## src/rtl/cpu_pkg.sv

```systemverilog
// Shared CPU definitions for the fetch sequencer.
//   seq_state_e          : sequencer states (FETCH, EXEC, HALTED)
//   JSEL_*               : jump_sel encodings
//   DEFAULT_RESET_VECTOR : default PC after reset
//   branch_offset()      : sign-extended, word-scaled 16-bit branch offset
package cpu_pkg;

  typedef enum logic [1:0] {
    FETCH  = 2'd0,
    EXEC   = 2'd1,
    HALTED = 2'd2
  } seq_state_e;

  localparam logic [1:0] JSEL_NONE = 2'b00;
  localparam logic [1:0] JSEL_REG  = 2'b01;
  localparam logic [1:0] JSEL_PAGE = 2'b10;
  localparam logic [1:0] JSEL_REL  = 2'b11;

  localparam logic [31:0] DEFAULT_RESET_VECTOR = 32'hBFC0_0000;

  function automatic logic [31:0] branch_offset(input logic [15:0] imm);
    return {{14{imm[15]}}, imm, 2'b00};
  endfunction

endpackage

```

## src/rtl/pc_target_calc.sv

```systemverilog
// Combinational jump/branch target computation.
//   pc          : address of the instruction in EXEC
//   jump_sel    : 00 none, 01 register, 10 page, 11 PC-relative
//   rs_value    : register target
//   instr_index : J/JAL index field
//   imm16       : branch offset field (words, signed)
//   target      : computed target, modulo 2^32 (0 when jump_sel = none)
module pc_target_calc
  import cpu_pkg::*;
(
  input  logic [31:0] pc,
  input  logic [1:0]  jump_sel,
  input  logic [31:0] rs_value,
  input  logic [25:0] instr_index,
  input  logic [15:0] imm16,
  output logic [31:0] target
);

  logic [31:0] pc_plus4;

  assign pc_plus4 = pc + 32'd4;

  always_comb begin
    target = 32'h0;
    case (jump_sel)
      JSEL_REG:  target = rs_value;
      // Page jumps stay within the 256 MB region of the delay-slot address.
      JSEL_PAGE: target = {pc_plus4[31:28], instr_index, 2'b00};
      JSEL_REL:  target = pc_plus4 + branch_offset(imm16);
      default:   target = 32'h0;
    endcase
  end

endmodule

```

## src/rtl/pc_sequencer.sv

```systemverilog
// Program-counter sequencer with a one-instruction branch delay slot.
//
//   state  | meaning
//   -------+-----------------------------------------------------------
//   FETCH  | waiting for instruction memory; leaves when stall = 0
//   EXEC   | computes the target, applies any older pending target
//   HALTED | a zero (or misaligned) target was applied; frozen to reset
//
// Ports:
//   clk, reset  : clock, synchronous active-high reset
//   stall       : instruction memory not ready (sampled in FETCH only)
//   jump_sel    : jump type (sampled in EXEC only)
//   rs_value, instr_index, imm16 : target operands
//   state       : 0 = FETCH, 1 = EXEC (reads 0 while halted)
//   pc          : current instruction address
//   link_addr   : pc + 8
//   active      : low once halted
//   addr_error  : only with PC_SEQ_ALIGN_CHECK_EN; set when a misaligned
//                 target is applied
//
// Build option: PC_SEQ_ALIGN_CHECK_EN adds the alignment check and the
// addr_error port; without it targets are applied unmodified.
module pc_sequencer
  import cpu_pkg::*;
#(
  parameter logic [31:0] RESET_VECTOR = DEFAULT_RESET_VECTOR
) (
  input  logic        clk,
  input  logic        reset,
  input  logic        stall,
  input  logic [1:0]  jump_sel,
  input  logic [31:0] rs_value,
  input  logic [25:0] instr_index,
  input  logic [15:0] imm16,
  output logic        state,
  output logic [31:0] pc,
  output logic [31:0] link_addr,
  output logic        active
`ifdef PC_SEQ_ALIGN_CHECK_EN
  ,
  output logic        addr_error
`endif
);

  seq_state_e  state_q, state_d;
  logic [31:0] pc_q, pc_d;
  logic        pend_valid_q, pend_valid_d;
  logic [31:0] pend_target_q, pend_target_d;
  logic [31:0] target;

`ifdef PC_SEQ_ALIGN_CHECK_EN
  logic addr_error_q, addr_error_d;
`endif

  pc_target_calc u_target_calc (
    .pc          (pc_q),
    .jump_sel    (jump_sel),
    .rs_value    (rs_value),
    .instr_index (instr_index),
    .imm16       (imm16),
    .target      (target)
  );

  always_ff @(posedge clk) begin
    if (reset) begin
      state_q       <= FETCH;
      pc_q          <= RESET_VECTOR;
      pend_valid_q  <= 1'b0;
      pend_target_q <= 32'h0;
`ifdef PC_SEQ_ALIGN_CHECK_EN
      addr_error_q  <= 1'b0;
`endif
    end else begin
      state_q       <= state_d;
      pc_q          <= pc_d;
      pend_valid_q  <= pend_valid_d;
      pend_target_q <= pend_target_d;
`ifdef PC_SEQ_ALIGN_CHECK_EN
      addr_error_q  <= addr_error_d;
`endif
    end
  end

  always_comb begin
    state_d       = state_q;
    pc_d          = pc_q;
    pend_valid_d  = pend_valid_q;
    pend_target_d = pend_target_q;
`ifdef PC_SEQ_ALIGN_CHECK_EN
    addr_error_d  = addr_error_q;
`endif
    case (state_q)
      FETCH: begin
        if (!stall) state_d = EXEC;
      end
      EXEC: begin
        state_d = FETCH;
        // The older pending target is applied first; a branch in the
        // delay slot is then latched and takes effect one instruction later.
        if (pend_valid_q) begin
          pc_d         = pend_target_q;
          pend_valid_d = 1'b0;
          if (pend_target_q == 32'h0) state_d = HALTED;
`ifdef PC_SEQ_ALIGN_CHECK_EN
          if (pend_target_q[1:0] != 2'b00) begin
            state_d      = HALTED;
            addr_error_d = 1'b1;
          end
`endif
        end else begin
          pc_d = pc_q + 32'd4;
        end
        if (jump_sel != JSEL_NONE) begin
          pend_valid_d  = 1'b1;
          pend_target_d = target;
        end
      end
      HALTED: begin
        state_d = HALTED;
      end
      default: begin
        state_d = FETCH;
      end
    endcase
  end

  assign state     = (state_q == EXEC);
  assign pc        = pc_q;
  assign link_addr = pc_q + 32'd8;
  assign active    = (state_q != HALTED);
`ifdef PC_SEQ_ALIGN_CHECK_EN
  assign addr_error = addr_error_q;
`endif

endmodule

```

## config.mk

```make
export PLATFORM = sky130hd
export DESIGN_NAME = pc_sequencer
export DESIGN_NICKNAME = d
export VERILOG_FILES = /design/src/rtl/cpu_pkg.sv /design/src/rtl/pc_target_calc.sv /design/src/rtl/pc_sequencer.sv
export SDC_FILE = /design/constraint.sdc
export NUM_CORES = 1
export LEC_CHECK = 0
export CAP_MARGIN = 20
export CORE_ASPECT_RATIO = 1.1
export CORE_UTILIZATION = 31
export CTS_CLUSTER_SIZE = 14
export DETAILED_ROUTE_END_ITERATION = 8
export GPL_TIMING_DRIVEN = 0
export PLACE_DENSITY_LB_ADDON = 0.25
export REMOVE_ABC_BUFFERS = 1
export SYNTH_ARGS = -nofsm -noshare
export SYNTH_HDL_FRONTEND = slang
export SYNTH_SLANG_ARGS = --single-unit
```

## constraint.sdc

```tcl
create_clock -name clk -period 4.2 [get_ports clk]
set_input_delay 0.63 -clock clk [delete_from_list [all_inputs] [get_ports clk]]
set_output_delay 0.63 -clock clk [all_outputs]
set_load 0.05 [all_outputs]
```

# After elaboration in Yosys (flattened, before gate mapping)
# Index checks and enable logic that the tools add are counted.
dict set report totals {
  register_bits 67
  input_bits 79
  output_inout_bits 66
  elab_cells 25
}
dict set report op_classes {
  addsub 3
  eq_ne 7
  muxes 7
  n_reduce_logical 4
}
# operator n
set op_table {}
lappend op_table {{case mux 32 bit (3 select lines)} 1}
lappend op_table {{adder 32 x 3 -> 32 bit (second input constant)} 1}
lappend op_table {{adder 32 bit} 1}
lappend op_table {{adder 32 x 4 -> 32 bit (second input constant)} 1}
lappend op_table {{zero test 32 bit} 1}
lappend op_table {{2-to-1 mux 32 bit} 1}
lappend op_table {{== test 2 bit (second input constant)} 3}
lappend op_table {{2-to-1 mux 2 bit} 3}
lappend op_table {{case mux 2 bit (3 select lines)} 1}
lappend op_table {{== test 2 x 1 -> 1 bit (second input constant)} 2}
lappend op_table {{!= test 2 bit (second input constant)} 2}
lappend op_table {{zero test 2 bit} 1}
lappend op_table {{AND reduction 2 bit} 1}
lappend op_table {{nonzero test 2 bit} 1}
lappend op_table {{2-to-1 mux 1 bit} 1}

# Longest topological paths before layout
# Gate-level depths: netlist of run 1.
dict set report logic_depth {
  word_depth 4
  mapped_depth 16
}

# Modules after synthesis
# From an unflattened synthesis of run 1, not the netlist that was laid out.
dict set report unflattened {
  hier_cells 905
  hier_area_um2 6497.5
}
# mod n_inst cells_each area_per_inst_um2 seq_area_each_um2
set modules_own_cells {}
lappend modules_own_cells {pc_sequencer 1 512 3741.1 1341.3}
lappend modules_own_cells {pc_target_calc 1 393 2756.4 0.0}

# Least setup slack after synthesis of run 1
# Ideal clock, no wire load.
dict set report synth_timing {
  path_kind {reg-to-reg}
  from {register pc_q[3] (netlist: pc[3])}
  to {register pend_target_q[31]}
  setup_time_ns 0.135
  arrival_ns 3.847
  required_ns 4.065
  slack_ns 0.218
  stages_incl_launch_ff 17
  period_less_slack_ns 3.982
  cell_sequence {dfxtp_1 > ha_1 > nand3_1 > or3_1 > clkbuf_1 > nor2_1 > xor2_1 > ha_1 > buf_2 > and4_4 > nand2_2 > a211oi_4 > nor3_4 > nor4_4 > nor3_1 > a2111oi_2 > a211oi_2}
}
dict set report synth_via {
  elab_chain_cells 3
}
# item line_no
set synth_rtl {}
lappend synth_rtl {{start: declaration} pc_sequencer.sv:46} ;# logic [31:0] pc_q, pc_d;
lappend synth_rtl {{start signal: assignment} pc_sequencer.sv:75} ;# pc_q <= pc_d;
lappend synth_rtl {{adder 32 x 3 -> 32 bit *} pc_target_calc.sv:21} ;# assign pc_plus4 = pc + 32'd4;
lappend synth_rtl {{adder 32 bit} pc_target_calc.sv:29} ;# JSEL_REL: target = pc_plus4 + branch_offset(imm16);
lappend synth_rtl {{case mux 32 bit (3 select lines) *} pc_target_calc.sv:25} ;# case (jump_sel)
lappend synth_rtl {{end signal: assignment} pc_sequencer.sv:77} ;# pend_target_q <= pend_target_d;
lappend synth_rtl {{end: declaration} pc_sequencer.sv:48} ;# logic [31:0] pend_target_q, pend_target_d;
# Mark *: on every way between the ends. The rest lies on a longest branch, timed or not.
# A chain may end at the register's enable or synchronous reset.

# Worst setup path after layout of run 1
# Same ends and word-level chain as after synthesis.

==> results.ini, run 1 <==
[status]
status = finished, final reports clean

[pwr]
ir_drop_mv = 0.204
power_density_nw_per_um2 = 263
power.leakage_nw = 3.07

[setup_path]
crit_chain = ha_4 > and4_4 > and4_4 > and2_2 > nand4_1 > nor2_1 > xor2_1 > ha_2 > nand2_1 > o21ai_0 > or3b_4 > nor3_4 > nor4_4 > a2bb2oi_1 > a2111oi_2 > a211oi_2
critPathSlowestCell = dfxtp_4
critPathMaxStageDelay_ns = 0.41
startpoint_type = flop
criticalPathCategory = reg2reg
arrival_ns = 4.20
path_max_fanout = 7
end_kind = flop
path_buf_inv = 0
crit_top_cell = and4_4
critPathTopFamily = simple AND/OR/NAND/NOR gates
r2r_setup_slack_ns = 0.19
worstPathRequired_ns = 4.39

[routing]
postRouteAntennaNets = 0
avgRoutedWirePerCell_um = 19.4
initialDrtViolationCount = 446
dr.pass1.iters = 5
routed_wirelength_um = 22700
detail_route.vias_per_cell = 5.55
vias = 6489
remaining_drc_errors = 0

[synthesis]
synth_async_sr_flop_share_pct = 0
ys.warnings.count = 0
ys_seq_area_share_pct = 21.9
synth_edf_count = 0
synth_flop_cell = dfxtp_1
syn_avg_cell_area_sq_um = 7.56
synth_top_area_share_pct = 21.9
ys_top_cells_by_area = dfxtp_1 22%, ha_1 6.7%, xnor2_1 6.6%, a21oi_1 6.4%, nor2_1 4.8%
synth_area_sq_um = 6120
synth_cells = 810
yosys_register_bits = 67
synth_top_area_cell = dfxtp_1
ys_types = 74

[place]
post-place-cells = 1143
place_ws_ns = -0.721
gp_congestion = 0.853
port-buffer-count = 144
dpl.hpwl_um = 16300

[sta]
setup_viol = 0
fin_crit_sh_pct = 95.4
min_period_ns = 4.01
max_freq_ghz = 0.250
tightestPinTransition_ns = 1.10
hold_viol = 0
relSlewSlack_pct = 26.8
skew_ns = 0.00895
worst_slack_ns = 0.194
slew_violations = 0

[die]
die_w_um = 136
ioPinCount = 145
start_util_pct = 31.8
core_area_sq_um = 19200
design.die.area_sq_um = 20300
die_y_um = 149
std_cell_rows = 53

[grt]
track_usage_pct = 22.4
grt_pass1_wl_um = 34500
grt_max_degree = 41
antenna_found_initial = 0
grt_pass1_vias = 6078
grt_overflow_total = 0

[clock_tree]
cts_tree = yes
clock-sinks = 67
cts_buffers = 9
htree_levels = 3
clk_path_buf_depth = 2
clkTransAtPathRegs_ns = 0.06
clk-insertion-delay-late_ns = 0.34
holdBufCountCts = 0
root_buffer = clkbuf_16

[min_path]
hold_path.class = reg2reg

[layout]
final_cells = 1170
layout_common_cells = 142 x clkdlybuf4s50_1, 77 x nor2_1, 77 x a21oi_1
final_common_cell = clkdlybuf4s50_1
layout-drive-gt1-share_pct = 11.3
nNetsFinal = 1031
area_growth_pct = 33.8
post-route-util_pct = 42.6
diodes = 0

[flow_run]
maxCapViolations = 0

[through the flow]
step                TNS, ns  power (mW)  hold slack [ns]  area [sq um]
finish                    0        2.16            0.439          8190
global route        -0.0261        2.25            0.455          8190
CTS                 -0.0126        2.14            0.440          7960
detailed placement    -6.57        1.38            0.430          7640
global placement     -82.96        1.37            0.420          7600
floorplan             -1.29        1.12            0.410          5850
[state kept, by name (all words and copies together), names as in the netlist]
signal         flops
pend_valid_q       1
pend_target_q     32
state_q            2
pc                32
[Yosys cell counts (all sizes together) (3+ instances only)]
master  number
nor2        79
a21oi       78
nand2       73
dfxtp       67
xnor2       46
o21ai       44
clkbuf      35
ha          33
xor2        26
buf         25
nand3       21
nor3        21
nand4       20
a21o        15
a221oi      15
mux2i       15
o211ai      15
inv         14
nand2b      14
a211oi      12
o22ai       12
and3        11
nor4        11
a31oi       10
or3          9
and4         8
mux2         7
o21a         7
nor2b        6
o221ai       6
and2         5
nand3b       5
o21bai       5
a211o        3
or2          3
[metal layers]
| layer | vias up | GRT usage (%) | share of wire, % |
|---|---|---|---|
| li1 | 3196 | - | - |
| met1 | 3061 | 29.9 | 46 |
| met2 | 208 | 37.3 | 47 |
| met3 | 24 | 2.21 | 4.9 |
| met4 | 0 | 7.94 | 2.1 |
| met5 | - | 0 | 0 |
[worst paths after layout]
path	end	depth (start not counted)	startpoint
setup / recovery	pend_target_q[31]	16	pc[3]
hold / removal	state_q[0]	1	state_q[1]
setup reg to reg	pend_target_q[31]	16	pc[3]
hold reg to reg	state_q[0]	1	state_q[1]
[layout make-up]
| type | instances | area, sq um |
|---|---|---|
| repair buffers | 157 | 1550 |
| multi-input cells | 668 | 4610 |
| flip-flops and latches | 67 | 1360 |
| fillers | 1988 | 11000 |
| clock inverters | 7 | 68.8 |
| clock buffers | 9 | 225 |
| well taps | 247 | 309 |
| inverters | 15 | 60.1 |
[cell families after synthesis]
| kind of cell | synth area share [%] |
|---|---|
| and+or+nand+nor | 25.0 |
| AOI/OAI and AO/OA | 26.6 |
| buffers and inverters | 5.40 |
| xor gates and xnor gates | 10.3 |
| DFF | 21.9 |
| adders and majority gates | 7.07 |
| muxes | 3.74 |
[power breakdown]
group	switching [mW]	total [mW]	internal, mW
Combinational	0.372	0.656	0.284
Sequential	0.0622	0.732	0.670
Clock	0.311	0.768	0.457
[timing repair]
| item | 4_1_cts | 5_1_grt |
|---|---|---|
| pin swaps | 1 | 7 |
| setup endpoints to repair | 20 | 13 |
| buffers inserted | 0 | 11 |
| resized for setup | 11 | 37 |
Note: power is estimated with default switching activity, not from simulation.
==> inputs of run 2 (changes only) <==
- DONT_BUFFER_PORTS: unset -> 1
- MAX_ROUTING_LAYER: unset -> met4
==> results.ini, run 2 (same netlist as run 1, synthesis figures left out) <==
[status]
status = finished, final reports clean

[flow_run]
maxCapViolations = 0

[sta]
relSlewSlack_pct = 24.4
min_period_ns = 4.05
setup_viol = 0
tightestPinTransition_ns = 1.13
skew_ns = 0.00923
hold_viol = 0
max_freq_ghz = 0.247
slew_violations = 0
fin_crit_sh_pct = 96.5

[place]
post-place-cells = 1001
gp_congestion = 0.878
port-buffer-count = 0
dpl.hpwl_um = 16400

[clock_tree]
clock-sinks = 67
clkTransAtPathRegs_ns = 0.05
cts_tree = yes
root_buffer = clkbuf_16
cts_buffers = 9
clk-insertion-delay-late_ns = 0.34
clk_path_buf_depth = 2
holdBufCountCts = 0
htree_levels = 3

[grt]
grt_overflow_total = 0
grt_pass1_wl_um = 33600
grt_max_degree = 41
antenna_found_initial = 1
grt_pass1_vias = 5585
track_usage_pct = 22.7

[die]
start_util_pct = 31.8
ioPinCount = 145
design.die.area_sq_um = 20300
die_w_um = 136
die_y_um = 149
std_cell_rows = 53
core_area_sq_um = 19200

[routing]
routed_wirelength_um = 22800
postRouteAntennaNets = 0
detail_route.vias_per_cell = 5.87
vias = 6068
initialDrtViolationCount = 442
avgRoutedWirePerCell_um = 22.1
remaining_drc_errors = 0
dr.pass1.iters = 5

[setup_path]
startpoint_type = flop
r2r_start = pc[2]
end_kind = flop
crit_top_cell = nor3_4
path_max_fanout = 8
critPathTopFamily = simple AND/OR/NAND/NOR gates
arrival_ns = 4.27
crit_chain = ha_4 > nand3_2 > nor3_4 > nand2_1 > xnor2_1 > ha_1 > a21o_1 > o21ba_2 > or3b_1 > nor3_4 > nor4_4 > a2bb2oi_1 > a2111oi_2 > a211oi_2
critPathSlowestCell = dfxtp_4
critPathMaxStageDelay_ns = 0.60
worstPathRequired_ns = 4.42
path_buf_inv = 0
criticalPathCategory = reg2reg
cp-startpoint = pc[2]

[min_path]
hold_path.class = in2reg
hold_start = reset

[layout]
layout-drive-gt1-share_pct = 14.4
nNetsFinal = 895
layout_common_cells = 77 x nor2_1, 77 x a21oi_1, 71 x nand2_1
multi_input_area_sq_um = 4630
area_growth_pct = 12.7
post-route-util_pct = 35.9
fillers = 2050
final_cells = 1034
regArea_sq_um = 1390

[pwr]
power_density_nw_per_um2 = 296
ir_drop_mv = 0.165
power_frac_comb_pct = 23.8
seqPwrFrac_pct = 38.0
power.switching_mw = 0.690
intPower_mw = 1.35
power.leakage_nw = 2.57
pwr-share-clk_pct = 38.2
sw_frac_of_total_pct = 33.8
p_total_mw = 2.04

## run 2: cell count changes in the layout (fill, tap and decap cells not counted), moves of 3 or more
cell,before,now
ha_4,2,5
dfxtp_2,8,11
ha_2,4,0
dfxtp_4,3,10
buf_16,0,3
clkinvlp_4,3,0
clkdlybuf4s50_1,142,0
dfxtp_1,56,46
## run 2: metrics by stage
step	hold WS [ns]	worst slack (ns)	cell area [sq um]	TNS (ns)
6_report	0.357	0.149	6900	0
5_1_grt	0.356	-0.0200	6900	-0.0296
4_1_cts	0.349	0.0120	6670	0
3_5_place_dp	0.427	-0.925	6260	-9.85
3_3_place_gp	0.416	-1.56	6160	-42.52
2_1_floorplan	0.410	-0.299	5850	-1.29
## run 2: power groups by stage
stage               Combinational (mW)  Clock (mW)  Sequential, mW
finish                           0.485       0.779           0.775
global route                     0.529       0.815           0.780
CTS                              0.469       0.792           0.776
detailed placement               0.455           0           0.791
global placement                 0.443           0           0.791
floorplan                        0.355           0           0.765
## run 2: timing repair
item,4_1_cts,5_1_grt
endpoints found under the setup margin,27,11
gates resized for setup,31,33
pin swaps,4,15
buffers inserted,6,10
## run 2: metal layers
layer	track usage [%]	share of wire, %	wire [um]
met5	-	0	0
met4	7.00	1.8	404
met3	3.43	6.1	1380
met2	36.9	48	11000
met1	28.9	44	10100
## run 2: worst paths after layout
path / slack, ns / end / depth (start not counted)
max: 0.15 / pend_target_q[31] / 14
min: 0.36 / state_q[1] / 1
max reg2reg: 0.15 / pend_target_q[31] / 14
min reg2reg: 0.44 / state_q[0] / 1
## run 2: cell type report
type / count / share of cell area (%)
multi-input cells: 668 / 67.0
flip-flops and latches: 67 / 20.2
well taps: 247 / 4.48
clock buffers: 13 / 3.77
repair buffers: 21 / 3.17
inverters: 15 / 0.816
clock inverters: 2 / 0.508
diodes: 1 / 0.0363
==> inputs of run 3 (changes only) <==
- SKIP_LAST_GASP: unset -> 1
==> results.ini, run 3 (same netlist as run 1, synthesis figures left out) <==
[status]
status = finished, final reports clean

[routing]
remaining_drc_errors = 0
routed_wirelength_um = 22800
detail_route.vias_per_cell = 5.85
vias = 6057
postRouteAntennaNets = 0
avgRoutedWirePerCell_um = 22.0
dr.pass1.iters = 5
initialDrtViolationCount = 486

[die]
core_area_sq_um = 19200
ioPinCount = 145
die_y_um = 149
start_util_pct = 31.8
design.die.area_sq_um = 20300
die_w_um = 136
std_cell_rows = 53

[flow_run]
maxCapViolations = 0

[clock_tree]
clk-insertion-delay-late_ns = 0.34
clock-sinks = 67
cts_tree = yes
htree_levels = 3
holdBufCountCts = 0
clkTransAtPathRegs_ns = 0.05
clk_path_buf_depth = 2
root_buffer = clkbuf_16
cts_buffers = 9

[layout]
area_growth_pct = 12.4
post-route-util_pct = 35.8
layout_common_cells = 77 x nor2_1, 77 x a21oi_1, 71 x nand2_1
nNetsFinal = 895
layout-drive-gt1-share_pct = 14.1

[place]
gp_congestion = 0.878
dpl.hpwl_um = 16400
port-buffer-count = 0

[setup_path]
arrival_ns = 4.28
critPathMaxStageDelay_ns = 0.60
critPathTopFamily = simple AND/OR/NAND/NOR gates
worst-r2r-cell-count = 14
worstReg2RegEnd = pend_target_q[31]
crit_chain = ha_4 > nand3_2 > nor3_4 > nand2_1 > xnor2_1 > ha_1 > a21o_1 > o21ba_2 > or3b_1 > nor3_4 > nor4_4 > a2bb2oi_1 > a2111oi_2 > a211oi_2
crit_top_cell = nor3_4
critPathSlowestCell = dfxtp_4
path_max_fanout = 8
startpoint_type = flop
worstPathRequired_ns = 4.41
r2r_setup_slack_ns = 0.13
end_kind = flop
r2r_start = pc[2]
path_buf_inv = 0
criticalPathCategory = reg2reg

[sta]
hold_viol = 0
fin_crit_sh_pct = 96.8
fin_hold_ws_ns = 0.357
relSlewSlack_pct = 24.0
slew_violations = 0
tns_ns = 0
min_period_ns = 4.07
setup_viol = 0
grt_setup_unrepaired = yes
skew_ns = 0.00896
tightestPinTransition_ns = 1.14
max_freq_ghz = 0.246

[min_path]
hold_path.class = in2reg
hold_depth = 1
hold_end = state_q[1]
hold_start = reset

[pwr]
power.leakage_nw = 2.57
ir_drop_mv = 0.165
power_density_nw_per_um2 = 296

[grt]
grt_max_degree = 41
antenna_found_initial = 1
grt_overflow_total = 0
grt_pass1_vias = 5585
track_usage_pct = 22.7
grt_pass1_wl_um = 33600

-- run 3: changes by cell type in the layout (fill, tap and decap cells not counted) --
cell	change
and4_1	+1
ha_2	+1
a211oi_2	-1
nor2_2	+1
diode_2	+1
ha_4	-1
a211oi_1	+1
nor2_4	-1
and4_2	-1
-- run 3: area by class of cell --
| cell class | count | area [sq um] |
|---|---|---|
| inverters | 15 | 56.3 |
| fillers | 2047 | 12300 |
| well taps | 247 | 309 |
| multi-input cells | 668 | 4600 |
| repair buffers | 21 | 219 |
| clock inverters | 2 | 35.0 |
| diodes | 2 | 5.00 |
| clock buffers | 13 | 260 |
| flip-flops and latches | 67 | 1390 |
-- run 3: per-layer routing --
| metal | global-route usage [%] | up-vias | routed length [um] |
|---|---|---|---|
| met5 | - | - | 0 |
| met4 | 7.00 | 0 | 403 |
| met3 | 3.43 | 26 | 1430 |
| met2 | 36.9 | 186 | 10900 |
| met1 | 28.9 | 2911 | 10000 |
| li1 | - | 2934 | - |
-- run 3: how the worst max path moves through the flow --
stage          start           endpoint  slack, ns  depth (start not counted)
3_3_place_gp   pc[2]  pend_target_q[31]      -1.56                         14
3_5_place_dp   pc[2]  pend_target_q[30]      -0.93                         14
5_1_grt        pc[3]  pend_target_q[30]      -0.04                         15
2_1_floorplan  pc[2]  pend_target_q[31]      -0.30                         14
6_report       pc[2]  pend_target_q[31]       0.13                         14
4_1_cts        pc[6]  pend_target_q[30]       0.01                         15
-- run 3: worst reg2reg max path: stages (launching register included) --
cell       delay, ns
dfxtp_4         0.60
ha_4            0.24
nand3_2         0.17
nor3_4          0.31
nand2_1         0.16
xnor2_1         0.17
ha_1            0.38
a21o_1          0.20
o21ba_2         0.27
or3b_1          0.40
nor3_4          0.30
nor4_4          0.11
a2bb2oi_1       0.18
a2111oi_2       0.35
a211oi_2        0.11
-- run 3: stage by stage --
step,cell area [sq um],cells,setup WS [ns],power [mW]
after floorplan,5850,750,-0.299,1.12
after global placement,6160,997,-1.56,1.23
after detailed placement,6260,1001,-0.925,1.25
after CTS,6670,1022,0.0120,2.04
after global routing,6880,1034,-0.0382,2.12
final,6880,1035,0.134,2.04
-- run 3: repair_timing --
item,CTS,global route
resized for setup,31,29
pin swaps,4,15
setup buffers,6,10
setup endpoints to repair,27,11
-- run 3: where the power goes --
group	internal, mW	leakage [nW]	switching [mW]
registers	0.667	0.559	0.108
logic	0.193	1.87	0.290
clock network	0.489	0.146	0.290
